File: src/rtl/grn_sweep_ctrl_if.sv
// Controller-side bus of grn_sweep_ctrl: range FIFO, network control, result FIFO.
interface grn_sweep_ctrl_if #(
    parameter int NODES = 188,
    parameter int CNT_W = 29
);
    logic                     fifo_in_empty;
    logic [2*NODES-1:0]       fifo_in_data;
    logic                     end_data_in;
    logic                     fifo_in_re;
    logic [NODES-1:0]         s0;
    logic [NODES-1:0]         s1;
    logic                     reset_nos;
    logic                     start_s0;
    logic                     start_s1;
    logic [NODES-1:0]         init_state;
    logic                     fifo_out_full;
    logic                     fifo_out_empty;
    logic                     fifo_out_we;
    logic [NODES+2*CNT_W:0]   data_out;

    modport master (
        input  fifo_in_empty, fifo_in_data, end_data_in, s0, s1,
               fifo_out_full, fifo_out_empty,
        output fifo_in_re, reset_nos, start_s0, start_s1, init_state,
               fifo_out_we, data_out
    );

    modport slave (
        output fifo_in_empty, fifo_in_data, end_data_in, s0, s1,
               fifo_out_full, fifo_out_empty,
        input  fifo_in_re, reset_nos, start_s0, start_s1, init_state,
               fifo_out_we, data_out
    );
endinterface

File: src/rtl/grn_sweep_ctrl.sv
// Sweeps ranges of initial network states, runs Floyd cycle detection on each
// and writes {timeout, period, meet_steps, init_state} per state.
module grn_sweep_ctrl #(
    parameter int          ID        = 0,
    parameter int          NODES     = 188,
    parameter int          CNT_W     = 29,
    parameter int unsigned MAX_STEPS = 32'd1 << 28
) (
    input  logic             clk,
    input  logic             rst,
    input  logic             start,
    output logic             done,
    grn_sweep_ctrl_if.master bus
);
    if (ID < 0 || (64'(MAX_STEPS) >> CNT_W) != 64'd0) begin : g_bad_params
        $error("grn_sweep_ctrl: ID must be >= 0 and MAX_STEPS < 2**CNT_W");
    end

    localparam logic [CNT_W-1:0] MAX_C = CNT_W'(MAX_STEPS);

    typedef enum logic [2:0] {
        IDLE, FETCH, LOAD, RUN, PERIOD, WRITE, DONE
    } state_t;

    state_t           state, nxt;
    logic [NODES-1:0] cur_q, end_q;
    logic [CNT_W-1:0] cnt_q, per_q, meet_q, period_q;
    logic             timeout_q;
    logic             match;

    logic [NODES-1:0] in_begin, in_end;
    assign {in_end, in_begin} = bus.fifo_in_data;
    assign match              = (bus.s0 == bus.s1);

    assign bus.init_state = cur_q;
    assign bus.data_out   = {timeout_q, period_q, meet_q, cur_q};

    always_ff @(posedge clk or negedge rst) begin
        if (!rst) state <= IDLE;
        else      state <= nxt;
    end

    always_comb begin
        nxt             = state;
        bus.fifo_in_re  = 1'b0;
        bus.reset_nos   = 1'b0;
        bus.start_s0    = 1'b0;
        bus.start_s1    = 1'b0;
        bus.fifo_out_we = 1'b0;
        done            = 1'b0;
        case (state)
            IDLE: if (start) nxt = FETCH;
            FETCH: begin
                if (!bus.fifo_in_empty) begin
                    bus.fifo_in_re = 1'b1;
                    nxt            = LOAD;
                end else if (bus.end_data_in && bus.fifo_out_empty) begin
                    nxt = DONE;
                end
            end
            LOAD: begin
                bus.reset_nos = 1'b1;
                nxt           = RUN;
            end
            // cnt==0 is the freshly loaded state where s0==s1 trivially.
            RUN: begin
                if (cnt_q != '0 && match) nxt = PERIOD;
                else if (cnt_q == MAX_C)  nxt = WRITE;
                else begin
                    bus.start_s0 = 1'b1;
                    bus.start_s1 = 1'b1;
                end
            end
            PERIOD: begin
                if (per_q != '0 && match) nxt = WRITE;
                else if (per_q == MAX_C)  nxt = WRITE;
                else                      bus.start_s0 = 1'b1;
            end
            WRITE: begin
                if (!bus.fifo_out_full) begin
                    bus.fifo_out_we = 1'b1;
                    nxt             = (cur_q >= end_q) ? FETCH : LOAD;
                end
            end
            DONE: begin
                done = 1'b1;
                if (start) nxt = FETCH;
            end
            default: nxt = IDLE;
        endcase
    end

    always_ff @(posedge clk or negedge rst) begin
        if (!rst) begin
            cur_q     <= '0;
            end_q     <= '0;
            cnt_q     <= '0;
            per_q     <= '0;
            meet_q    <= '0;
            period_q  <= '0;
            timeout_q <= 1'b0;
        end else begin
            case (state)
                FETCH: begin
                    if (!bus.fifo_in_empty) begin
                        cur_q <= in_begin;
                        end_q <= in_end;
                    end
                end
                LOAD: begin
                    cnt_q <= '0;
                    per_q <= '0;
                end
                RUN: begin
                    if (cnt_q != '0 && match) begin
                        meet_q <= cnt_q;
                    end else if (cnt_q == MAX_C) begin
                        timeout_q <= 1'b1;
                        period_q  <= '0;
                        meet_q    <= MAX_C;
                    end else begin
                        cnt_q <= cnt_q + CNT_W'(1);
                    end
                end
                PERIOD: begin
                    if (per_q != '0 && match) begin
                        period_q  <= per_q;
                        timeout_q <= 1'b0;
                    end else if (per_q == MAX_C) begin
                        timeout_q <= 1'b1;
                        period_q  <= '0;
                    end else begin
                        per_q <= per_q + CNT_W'(1);
                    end
                end
                // Advance only while below end, so end=all-ones never wraps.
                WRITE: begin
                    if (!bus.fifo_out_full && cur_q < end_q) cur_q <= cur_q + NODES'(1);
                end
                default: ;
            endcase
        end
    end
endmodule

File: src/flat_wrapper.sv
// flat-port wrapper written by rule: the top's interface ports become plain ports
module grn_sweep_ctrl_flat 
#(
    parameter int          ID        = 0,
    parameter int          NODES     = 188,
    parameter int          CNT_W     = 29,
    parameter int unsigned MAX_STEPS = 32'd1 << 28
)
  (clk, rst, start, done, bus_fifo_in_empty, bus_fifo_in_data, bus_end_data_in, bus_s0, bus_s1, bus_fifo_out_full, bus_fifo_out_empty, bus_fifo_in_re, bus_reset_nos, bus_start_s0, bus_start_s1, bus_init_state, bus_fifo_out_we, bus_data_out);
  grn_sweep_ctrl_if #(.NODES(NODES), .CNT_W(CNT_W)) bus_i ();
  input  logic clk;
  input  logic rst;
  input  logic start;
  output logic done;
  input wire logic [$bits(bus_i.fifo_in_empty)-1:0] bus_fifo_in_empty;
  input wire logic [$bits(bus_i.fifo_in_data)-1:0] bus_fifo_in_data;
  input wire logic [$bits(bus_i.end_data_in)-1:0] bus_end_data_in;
  input wire logic [$bits(bus_i.s0)-1:0] bus_s0;
  input wire logic [$bits(bus_i.s1)-1:0] bus_s1;
  input wire logic [$bits(bus_i.fifo_out_full)-1:0] bus_fifo_out_full;
  input wire logic [$bits(bus_i.fifo_out_empty)-1:0] bus_fifo_out_empty;
  output wire logic [$bits(bus_i.fifo_in_re)-1:0] bus_fifo_in_re;
  output wire logic [$bits(bus_i.reset_nos)-1:0] bus_reset_nos;
  output wire logic [$bits(bus_i.start_s0)-1:0] bus_start_s0;
  output wire logic [$bits(bus_i.start_s1)-1:0] bus_start_s1;
  output wire logic [$bits(bus_i.init_state)-1:0] bus_init_state;
  output wire logic [$bits(bus_i.fifo_out_we)-1:0] bus_fifo_out_we;
  output wire logic [$bits(bus_i.data_out)-1:0] bus_data_out;
  assign bus_i.fifo_in_empty = bus_fifo_in_empty;
  assign bus_i.fifo_in_data = bus_fifo_in_data;
  assign bus_i.end_data_in = bus_end_data_in;
  assign bus_i.s0 = bus_s0;
  assign bus_i.s1 = bus_s1;
  assign bus_i.fifo_out_full = bus_fifo_out_full;
  assign bus_i.fifo_out_empty = bus_fifo_out_empty;
  assign bus_fifo_in_re = bus_i.fifo_in_re;
  assign bus_reset_nos = bus_i.reset_nos;
  assign bus_start_s0 = bus_i.start_s0;
  assign bus_start_s1 = bus_i.start_s1;
  assign bus_init_state = bus_i.init_state;
  assign bus_fifo_out_we = bus_i.fifo_out_we;
  assign bus_data_out = bus_i.data_out;
  grn_sweep_ctrl #(.ID(ID), .NODES(NODES), .CNT_W(CNT_W), .MAX_STEPS(MAX_STEPS)) u_core (.clk(clk), .rst(rst), .start(start), .done(done), .bus(bus_i));
endmodule
File: config.mk
export PLATFORM = sky130hd
export DESIGN_NAME = grn_sweep_ctrl_flat
export DESIGN_NICKNAME = d
export VERILOG_FILES = /design/src/rtl/grn_sweep_ctrl_if.sv /design/src/rtl/grn_sweep_ctrl.sv /design/src/flat_wrapper.sv
export SDC_FILE = /design/constraint.sdc
export NUM_CORES = 1
export LEC_CHECK = 0
export CAP_MARGIN = 20
export CORE_AREA = 2 2 469 471
export DETAILED_ROUTE_END_ITERATION = 7
export DIE_AREA = 0 0 471 473
export SLEW_MARGIN = 30
export SYNTH_ARGS = -nofsm -noshare
export SYNTH_HDL_FRONTEND = slang
export SYNTH_SLANG_ARGS = --single-unit
File: constraint.sdc
create_clock -name clk -period 6.99 [get_ports clk]
set_clock_uncertainty 0.1 [all_clocks]
set_input_delay 0.699 -clock clk [delete_from_list [all_inputs] [get_ports clk]]
set_output_delay 0.699 -clock clk [all_outputs]
set_load 0.01 [all_outputs]
==> results_dict.tcl <==
set metrics [dict create \
    status "finished clean" \
    fin_ws_ps 940 \
    synthToLayoutAreaGrowth_pct 53.1 \
    place_hpwl_microns 204000 \
    fillers 23943 \
    ys_types 72 \
    max_freq_mhz 165 \
    synth-edff-count 0 \
    end_kind "primary output" \
    pwr-share-seq 0.373 \
    post-route-util 0.234 \
    syn_inst 4035 \
    grt_pass1_wl_microns 319000 \
    cts.clk_slew.worst_paths_ps 50 \
    drv_slew 0 \
    seqCellArea_sq_mm 0.0124 \
    grt_pass1_vias 35954 \
    synth_seq_area_share 0.373 \
    finalCritPeriodShare 0.866 \
    drive_above_1_share 0.0618 \
    met3_usage 0.0486 \
    path_cells "clkdlybuf4s50_1 > xnor2_1 > nand4_1 > nor4_2 > buf_4 > nand4_1 > or4_1 > buf_4 > o21ai_1 > nand2_1 > clkdlybuf4s50_1" \
    setup_tns_ps 0 \
    required_ps 6190 \
    setup_violations 0 \
    grt_usage 0.211 \
    hp-class "reg2reg" \
    timing.hold.ws_ps 406 \
    cts-resized-gates 0 \
    max-cap-violations 0 \
    syn_area_per_cell_sq_um 8.25 \
    finalHoldViolCount 0 \
    comb_power_share 0.097 \
    design_area_sq_mm 0.0510 \
    met1_usage 0.240 \
    yosys.area.top_type_share 0.373 \
    yosys.area.top_type "dfrtp_1" \
    swShare 0.248 \
    max_slew_margin 0.270 \
    cp_max_fo 6 \
    ios 1200 \
    critical_path.top_delay_family "simple AND/OR/NAND/NOR gates" \
    yosys-top-cells-area "dfrtp_1 (37%), ha_1 (7.3%), nand2_1 (5.0%)" \
    cp-start-kind "input pin" \
    die_x_microns 471 \
    critPathBufInv 4 \
    antenna_found_initial 180 \
    routed_wl_microns 243000 \
    io_buffers 1199 \
    grt_overflow 0 \
    wire_per_inst_microns 30.0 \
    cts_root_buf "clkbuf_16" \
    grt_max_degree 154 \
    synthTopCellsByCount "dfrtp_1 (496), nand2_1 (443), nor2_1 (408)" \
    period_minus_slack_ps 6050 \
    cts_buffers 71 \
    synth-seq-cells 496 \
    clk_path_buf_depth 3 \
    power.leakage_nw 21.2 \
    clock_latency_ps 710 \
    syn_area_sq_mm 0.0333 \
    p_int_mw 5.79 \
    final_antenna_net_count 0 \
    synthFlopType "dfrtp_1" \
    die_h_microns 473 \
    num_rows 172 \
    start_util 0.153 \
    coreArea_sq_mm 0.218 \
    p_switching_mw 1.90 \
    top_usage_layer "met2" \
    ir_drop_v 0.000159 \
    dpl_cell_area_sq_mm 0.0482 \
    crit_slowest_cell "or4_1" \
    multiInputGateArea_sq_mm 0.0180 \
    tritoncts "done" \
    power_mw 7.69 \
    gp_congestion 1.06 \
    synth.most_common_cell "dfrtp_1" \
    grtUsageMet2 0.354 \
    worstMarginPinSlew_ps 1090 \
    final_cell_count_no_fill 8106 \
    vias_per_cell 4.51 \
    cp.arrival_ps 5250 \
    die_area_sq_mm 0.223 \
    place_ws_ps 920 \
    synth_nets 4987 \
    firstDrtPassIters 5 \
    p_per_area_mw_per_mm2 151 \
    place_inst 7884 \
    clock-sinks 496 \
    vias 36549 \
    clkPwrFrac 0.530 \
    yosysWarnings 0 \
    nets 6039 \
    critPathKind "in2out" \
    drc 0 \
    rsz0062_at_grt "no" \
    async_flop_share 1.00 \
    drt_iter0_markers 2863 \
    cpPeakStageDelay_ps 890 \
    htree_levels 3 \
]
## metal layers
layer  part of all wire  vias up
met2               0.48     1872
met3              0.068      525
li1                   -    16368
met4              0.069       32
met1               0.38    17752
met5            0.00080        -
## final timing paths
path                                                start                    endpoint  slack (ps)  cells after the start
worst max-delay path                           bus_s1[79]                bus_start_s0         940                     11
worst min-delay path                   u_core.period_q[8]          u_core.period_q[8]         410                      1
worst max register to register  u_core.bus.init_state[95]  u_core.bus.init_state[183]        1970                     10
worst min register to register         u_core.period_q[8]          u_core.period_q[8]         410                      1
max in group asynchronous                             rst            u_core.meet_q[6]        4420                      4
min in group asynchronous                             rst            u_core.end_q[42]         470                      2
## cells in the final DEF (no fill, tap or decap), types with 16 or more instances in the layout
| cell | instances |
|---|---|
| a21o_1 | 26 |
| ha_1 | 193 |
| diode_2 | 93 |
| inv_1 | 243 |
| dfrtp_1 | 496 |
| and2_1 | 20 |
| o21ai_0 | 329 |
| buf_4 | 138 |
| nor2_1 | 408 |
| a31oi_1 | 92 |
| and3_1 | 67 |
| o21a_1 | 22 |
| o22a_1 | 146 |
| or3_1 | 28 |
| nand2_1 | 443 |
| clkdlybuf4s50_1 | 1198 |
| xnor2_1 | 179 |
| o21bai_1 | 16 |
| o22ai_1 | 16 |
| clkbuf_16 | 71 |
| nand4_1 | 146 |
| xor2_1 | 38 |
| a21oi_1 | 239 |
| nand3_1 | 154 |
| nor4_1 | 59 |
| nor3_1 | 80 |
| and4_1 | 21 |
| a22o_1 | 30 |
## sequential cells by signal (all words and copies together), names as in the netlist
register and count:
u_core.meet_q 29, u_core.cnt_q 29, u_core.per_q 29, u_core.end_q 188
u_core.period_q 29, u_core.state 3, u_core.timeout_q 1, u_core.bus.init_state 188
## power groups by stage
stage	sequential (mW)	clock [mW]	combinational (mW)
2_1_floorplan	2.92	0	0.152
3_3_place_gp	2.92	0	0.748
3_5_place_dp	2.92	0	0.748
4_1_cts	2.87	4.18	0.754
5_1_grt	2.87	4.27	0.793
6_report	2.87	4.07	0.745
## cells by family (layout without fill, tap and decap cells)
group,count (synthesis),in the layout,share of synthesized area
flip-flops,496,496,0.373
AO/OA/AOI/OAI,996,996,0.187
other,0,93,0
XOR/XNOR,217,217,0.0571
AND/OR/NAND/NOR,1519,1519,0.219
adder cells (fa/ha/maj),193,193,0.0725
buffers and inverters,612,1719,0.0908
multiplexers,2,2,0.000639
## final cells by class
class                   count  area share
diodes                     93     0.00456
clock buffers              96      0.0388
clock inverters            32      0.0120
inverters                 243      0.0179
multi-input cells        2927       0.353
flip-flops and latches    496       0.243
well taps                2871      0.0704
repair buffers           1348       0.260
## worst register-to-register path, delay by kind of cell, from the launching register on
kind	cells	cell delay [ps]
AO/OA/AOI/OAI	2	410
flip-flops	1	770
buffers and inverters	2	600
AND/OR/NAND/NOR	6	3030
## timing repair
item	CTS	global route
buffers inserted	0	0
endpoints found under the hold margin	78	0
hold buffers	1	0
Power figures use the tool's default switching activity.
